<file path="src/rtl/knight_rider_gen_if.sv">
// Control/pattern bundle between the ALU mode decoder (master) and the
// knight-rider pattern generator (slave).
interface knight_rider_gen_if;
    logic       en;
    logic [1:0] speed;
    logic [7:0] nightrid;
    logic       step_tick;
    logic       dir;

    modport master (
        output en,
        output speed,
        input  nightrid,
        input  step_tick,
        input  dir
    );

    modport slave (
        input  en,
        input  speed,
        output nightrid,
        output step_tick,
        output dir
    );
endinterface

</file>
<file path="src/rtl/knight_rider_gen.sv">
// Knight-rider LED scanner: one lit bit bouncing across 8 LEDs at a
// programmable step rate, with an optional dwell at each end.
module knight_rider_gen #(
    parameter int TICK_DIV    = 25_000_000,
    parameter int DWELL_STEPS = 1
) (
    input  logic               clk,
    input  logic               rst_n,
    knight_rider_gen_if.slave  bus
);

    localparam int PW = (TICK_DIV > 1) ? $clog2(TICK_DIV) : 1;
    localparam int DW = (DWELL_STEPS > 0) ? $clog2(DWELL_STEPS + 1) : 1;

    typedef enum logic [2:0] {
        IDLE,
        SCAN_L,
        DWELL_L,
        SCAN_R,
        DWELL_R
    } state_t;

    state_t          state_q, state_d;
    logic [7:0]      nr_q, nr_d;
    logic            tick_q, tick_d;
    logic            dir_q, dir_d;
    logic [PW-1:0]   presc_q, presc_d;
    logic [DW-1:0]   dwell_q, dwell_d;

    logic [PW-1:0]   period_m1;
    logic            tick;
    logic [7:0]      shl, shr;

    // Terminal count uses >= so that shortening the period mid-run fires at once.
    always_comb begin
        period_m1 = PW'((TICK_DIV >> bus.speed) - 1);
        tick      = (state_q != IDLE) && (presc_q >= period_m1);
        shl       = nr_q << 1;
        shr       = nr_q >> 1;
    end

    always_comb begin
        state_d = state_q;
        nr_d    = nr_q;
        dir_d   = dir_q;
        presc_d = presc_q;
        dwell_d = dwell_q;
        tick_d  = 1'b0;

        if (state_q == IDLE) begin
            presc_d = '0;
            dwell_d = '0;
            nr_d    = 8'h00;
            dir_d   = 1'b0;
            if (bus.en) begin
                state_d = SCAN_L;
                nr_d    = 8'h01;
            end
        end else if (!bus.en) begin
            // Disable beats a coincident tick: no shift, no pulse.
            state_d = IDLE;
            nr_d    = 8'h00;
            dir_d   = 1'b0;
            presc_d = '0;
            dwell_d = '0;
        end else begin
            presc_d = tick ? '0 : presc_q + PW'(1);
            tick_d  = tick;
            if (tick) begin
                case (state_q)
                    SCAN_L: begin
                        nr_d = shl;
                        if (shl == 8'h80) begin
                            dir_d   = 1'b1;
                            dwell_d = '0;
                            state_d = (DWELL_STEPS == 0) ? SCAN_R : DWELL_L;
                        end
                    end
                    DWELL_L: begin
                        if (int'(dwell_q) == DWELL_STEPS - 1) begin
                            state_d = SCAN_R;
                            dwell_d = '0;
                        end else begin
                            dwell_d = dwell_q + DW'(1);
                        end
                    end
                    SCAN_R: begin
                        nr_d = shr;
                        if (shr == 8'h01) begin
                            dir_d   = 1'b0;
                            dwell_d = '0;
                            state_d = (DWELL_STEPS == 0) ? SCAN_L : DWELL_R;
                        end
                    end
                    DWELL_R: begin
                        if (int'(dwell_q) == DWELL_STEPS - 1) begin
                            state_d = SCAN_L;
                            dwell_d = '0;
                        end else begin
                            dwell_d = dwell_q + DW'(1);
                        end
                    end
                    default: begin
                        state_d = IDLE;
                        nr_d    = 8'h00;
                        dir_d   = 1'b0;
                    end
                endcase
            end
        end
    end

    always_ff @(posedge clk or negedge rst_n) begin
        if (!rst_n) begin
            state_q <= IDLE;
            nr_q    <= 8'h00;
            tick_q  <= 1'b0;
            dir_q   <= 1'b0;
            presc_q <= '0;
            dwell_q <= '0;
        end else begin
            state_q <= state_d;
            nr_q    <= nr_d;
            tick_q  <= tick_d;
            dir_q   <= dir_d;
            presc_q <= presc_d;
            dwell_q <= dwell_d;
        end
    end

    assign bus.nightrid  = nr_q;
    assign bus.step_tick = tick_q;
    assign bus.dir       = dir_q;

endmodule
</file>
<file path="src/flat_wrapper.sv">
// flat-port wrapper written by rule: the top's interface ports become plain ports
module knight_rider_gen_flat 
#(
    parameter int TICK_DIV    = 25_000_000,
    parameter int DWELL_STEPS = 1
)
  (clk, rst_n, bus_en, bus_speed, bus_nightrid, bus_step_tick, bus_dir);
  knight_rider_gen_if bus_i ();
  input  logic clk;
  input  logic rst_n;
  input wire logic [$bits(bus_i.en)-1:0] bus_en;
  input wire logic [$bits(bus_i.speed)-1:0] bus_speed;
  output wire logic [$bits(bus_i.nightrid)-1:0] bus_nightrid;
  output wire logic [$bits(bus_i.step_tick)-1:0] bus_step_tick;
  output wire logic [$bits(bus_i.dir)-1:0] bus_dir;
  assign bus_i.en = bus_en;
  assign bus_i.speed = bus_speed;
  assign bus_nightrid = bus_i.nightrid;
  assign bus_step_tick = bus_i.step_tick;
  assign bus_dir = bus_i.dir;
  knight_rider_gen #(.TICK_DIV(TICK_DIV), .DWELL_STEPS(DWELL_STEPS)) u_core (.clk(clk), .rst_n(rst_n), .bus(bus_i));
endmodule
</file>
<file path="config.mk">
export PLATFORM = sky130hd
export DESIGN_NAME = knight_rider_gen_flat
export DESIGN_NICKNAME = d
export VERILOG_FILES = /design/src/rtl/knight_rider_gen_if.sv /design/src/rtl/knight_rider_gen.sv /design/src/flat_wrapper.sv
export SDC_FILE = /design/constraint.sdc
export NUM_CORES = 1
export LEC_CHECK = 0
export BUFFER_PORTS_ARGS = -buffer_cell sky130_fd_sc_hd__buf_2
export CAP_MARGIN = 20
export CORE_AREA = 2 2 98 100
export CTS_CLUSTER_SIZE = 40
export DETAILED_ROUTE_END_ITERATION = 8
export DIE_AREA = 0 0 100 102
export GPL_ROUTABILITY_DRIVEN = 0
export GPL_TIMING_DRIVEN = 0
export PLACE_DENSITY = 0.45
export SYNTH_ARGS = -nofsm -noshare
export SYNTH_HDL_FRONTEND = slang
export SYNTH_SLANG_ARGS = --single-unit
export TNS_END_PERCENT = 30
</file>
<file path="constraint.sdc">
create_clock -name clk -period 2 [get_ports clk]
set_input_delay 0.4 -clock clk [delete_from_list [all_inputs] [get_ports clk]]
set_output_delay 0.4 -clock clk [all_outputs]
set_load 0.02 [all_outputs]
</file>
==> impl_metrics.py <==
metrics = {
    "routing": {
        "drt_first_pass_iters": 4,
        "num_vias": 2161,
        "wl_per_cell_um": 14.6,
        "routed_via_density": 5.00,
        "drcViolationCount": 0,
        "ant_nets": 0,
        "drtIter0Drc": 62,
        "routed_wl_mm": 6.29,
    },
    "cells_and_area": {
        "area_delta_synth_final_pct": 30.4,
        "n_antenna_cell": 0,
        "stdcell_count": 432,
        "final_core_util_pct": 38.2,
        "drive_gt1_share_pct": 33.0,
        "nNetsFinal": 348,
        "final_area_sq_um": 3480,
    },
    "timing": {
        "period_needed_ns": 2.21,
        "fin_ws_ns": -0.213,
        "setup_viol": 38,
        "max_freq_mhz": 452,
        "rsz0062_at_grt": "yes",
        "worst_pin_slew_ns": 0.903,
        "fin_tns_setup_ns": -5.54,
        "fin_crit_sh_pct": 111,
        "fin_skew_ns": 0.0120,
        "hold_viol_final": 0,
        "drv_slew": 0,
        "max_slew_margin_pct": 39.8,
    },
    "power_and_ir_drop": {
        "vdd_ir_drop_max_v": 0.000226,
        "p_total_mw": 1.56,
        "powerDensity_nw_per_um2": 448,
        "leakagePower_nw": 1.48,
    },
    "place": {
        "placedCellCount": 402,
        "placed_area_sq_um": 2890,
        "dp_hpwl_mm": 4.25,
        "io_buffer_count": 13,
    },
    "worst_setup_path": {
        "critPathLaunch": "bus_speed[0]",
        "worstPathArrival_ns": 2.42,
        "rr_startpoint": "u_core.presc_q[23]$_DFF_PN0_",
        "slowest_delay_ns": 0.38,
        "cp-endpoint": "u_core.state_q[1]$_DFFE_PN0P_",
        "critPathMaxFanout": 7,
        "endpoint_kind": "register",
        "critPathKind": "input pin to register",
        "worstPathCellList": "buf_12 > clkinv_8 > nor2_4 > inv_2 > ha_4 > ha_4 > nor2_1 > a211oi_2 > o311ai_4 > buf_6 > buf_6 > a311o_2 > o211ai_1",
        "ff2ff_path_depth": 8,
        "r2r_setup_slack_ns": -0.20,
        "cp-start-kind": "input pin",
        "cp.required_ns": 2.20,
        "slowest_stage": "a311o_2",
        "r2r_end": "u_core.state_q[1]$_DFFE_PN0P_",
    },
    "yosys": {
        "synth_top_family_by_area": "simple AND/OR/NAND/NOR gates",
        "synthAdderAreaFrac_pct": 10.8,
        "syn_inst": 277,
        "synth_mux_area_share_pct": 5.16,
        "synthTopCellsByArea": "dfrtp_1, ha_1, xor2_1, nand2_1, nor2_1",
        "synth_ff_type": "dfrtp_1",
        "yosys.area.top_type": "dfrtp_1",
        "synth-seq-area-share_pct": 35.6,
        "yosysUniqueCellTypes": 53,
        "syn_area_per_cell_sq_um": 9.63,
        "synth_edf_count": 0,
        "synth-xor-area-share_pct": 6.89,
        "syn_area_sq_um": 2670,
        "synth_compound_gate_area_share_pct": 11.7,
        "synthSimpleGateAreaFrac_pct": 26.0,
        "ys_ff_latch": 38,
        "ys_warn_count": 0,
        "synth.top_cell.area_share_pct": 35.6,
        "synthArstFlopShare_pct": 100,
    },
    "clock_tree": {
        "clk_path_buf_depth": 2,
        "cts-root-buf": "clkbuf_8",
        "cts.hold.buffers_added": 0,
        "htree_levels": 2,
        "cts_buffers": 5,
        "worstSkewPairLatency_ns": 0.29,
        "cts_tree": "built",
        "clk_pin_slew_ns": 0.09,
        "clock_sinks": 38,
    },
    "floorplan": {
        "io_pins": 15,
        "start_util_pct": 29.3,
        "coreArea_sq_um": 9110,
        "chipHeight_um": 102,
        "row_count": 35,
        "die_w_um": 100,
        "die-area_sq_um": 10200,
    },
    "global_routing": {
        "track_usage_pct": 12.9,
        "grt_pass1_vias": 2192,
        "grt_overflow": 0,
        "antenna_found_initial": 0,
        "grt_pass1_wl_mm": 10.6,
        "grt_max_degree": 39,
    },
    "outcome": {
        "status": "complete, but fails checks",
        "violations": "negative setup slack",
    },
    "job": {
        "drv_cap": 0,
    },
    "min_path": {
        "hp-class": "input pin to async pin",
    },
}
routing by layer:
layer  share of wire, %  vias up  track usage, %  wire (um)
li1                   -     1068               -          -
met1                 49     1062            17.6       3090
met2                 46       25            20.6       2920
met3                3.0        6            2.60        186
met4                1.5        0            3.90         94
met5                  0        -               0          0
critical path, delay by kind of cell:
kind                     cells  cell delay (ns)
AO/OA/AOI/OAI                4             0.89
buffers and inverters        5             0.49
AND/OR/NAND/NOR              2             0.16
adder cells (fa/ha/maj)      2             0.48
final cells by class:
class,count,area (sq um)
multi-input cells,219,1830
well taps,111,139
flip-flops and latches,38,958
fillers,922,5630
inverters,12,70.1
clock buffers,6,82.6
repair buffers,35,315
clock inverters,2,12.5
plain buffers,9,68.8
what timing repair did:
action	in CTS	in global routing
endpoints found under the hold margin	0	0
resized for setup	30	37
cloned	1	0
setup buffers	10	12
setup endpoints to repair	38	38
pin swaps	16	14
state kept, by name, summed over array words and instances (netlist names):
register	count
u_core.presc_q	25
u_core.bus.nightrid	8
u_core.state_q	3
u_core.bus.dir	1
u_core.bus.step_tick	1
report_power, final:
part / leakage (nW) / total, mW / switching (mW) / internal [mW]
sequential: 0.515 / 0.781 / 0.00750 / 0.773
clock: 0.0472 / 0.571 / 0.294 / 0.278
combinational: 0.921 / 0.206 / 0.114 / 0.0922
metrics by stage:
| step | hold slack (ns) | setup WS [ns] |
|---|---|---|
| global route | 0.312 | -0.302 |
| CTS | 0.264 | -0.276 |
| finish | 0.232 | -0.213 |
| global placement | 0.521 | -0.913 |
| floorplan | 0.104 | -0.388 |
| detailed placement | 0.527 | -0.953 |
worst min-delay path by stage:
| stage | start | end | cells after the start |
|---|---|---|---|
| 2_1_floorplan | rst_n | u_core.bus.dir$_DFFE_PN0P_ | 0 |
| 5_1_grt | rst_n | u_core.presc_q[16]$_DFF_PN0_ | 1 |
| 4_1_cts | rst_n | u_core.presc_q[16]$_DFF_PN0_ | 1 |
| 3_5_place_dp | u_core.presc_q[0]$_DFF_PN0_ | u_core.presc_q[0]$_DFF_PN0_ | 1 |
| 3_3_place_gp | u_core.presc_q[0]$_DFF_PN0_ | u_core.presc_q[0]$_DFF_PN0_ | 1 |
| 6_report | rst_n | u_core.presc_q[16]$_DFF_PN0_ | 1 |
cell families (layout without fill, tap and decap cells):
kind of cell             count (synthesis)  in the layout
other                                    2              3
adder cells (fa/ha/maj)                 23             23
AND/OR/NAND/NOR                        120            120
AO/OA/AOI/OAI                           39             39
buffers and inverters                   21             64
multiplexers                            13             13
XOR/XNOR                                21             21
flip-flops                              38             38
cells in the mapped netlist (2+ instances only):
master	instances
clkbuf_1	3
a21oi_1	12
and4_1	2
and2_1	2
o211ai_1	2
nand2_1	32
nor2_1	30
inv_1	12
nand4_1	10
o21ai_0	10
xnor2_1	4
and3_1	4
buf_2	3
nor4_4	3
ha_1	23
nor3_1	3
or3_1	4
dfrtp_1	38
mux2i_1	7
nand4_4	3
nand3_1	15
or2_2	2
mux2_2	6
conb_1	2
xor2_1	17
cell usage in the layout (no fill, tap or decap), drive strengths merged, types with 4 or more instances in the layout:
master  synthesis  layout
xnor2           4       4
nand3          15      15
dfrtp          38      38
and3            5       5
nand4          14      14
nor4            5       5
buf             6      41
nand2          33      33
inv            12      10
a21oi          12      12
o21ai          10      10
ha             23      23
nor2           30      30
mux2            6       6
clkbuf          3       9
or3             4       4
xor2           17      17
mux2i           7       7
(Power assumes the default switching activity.)
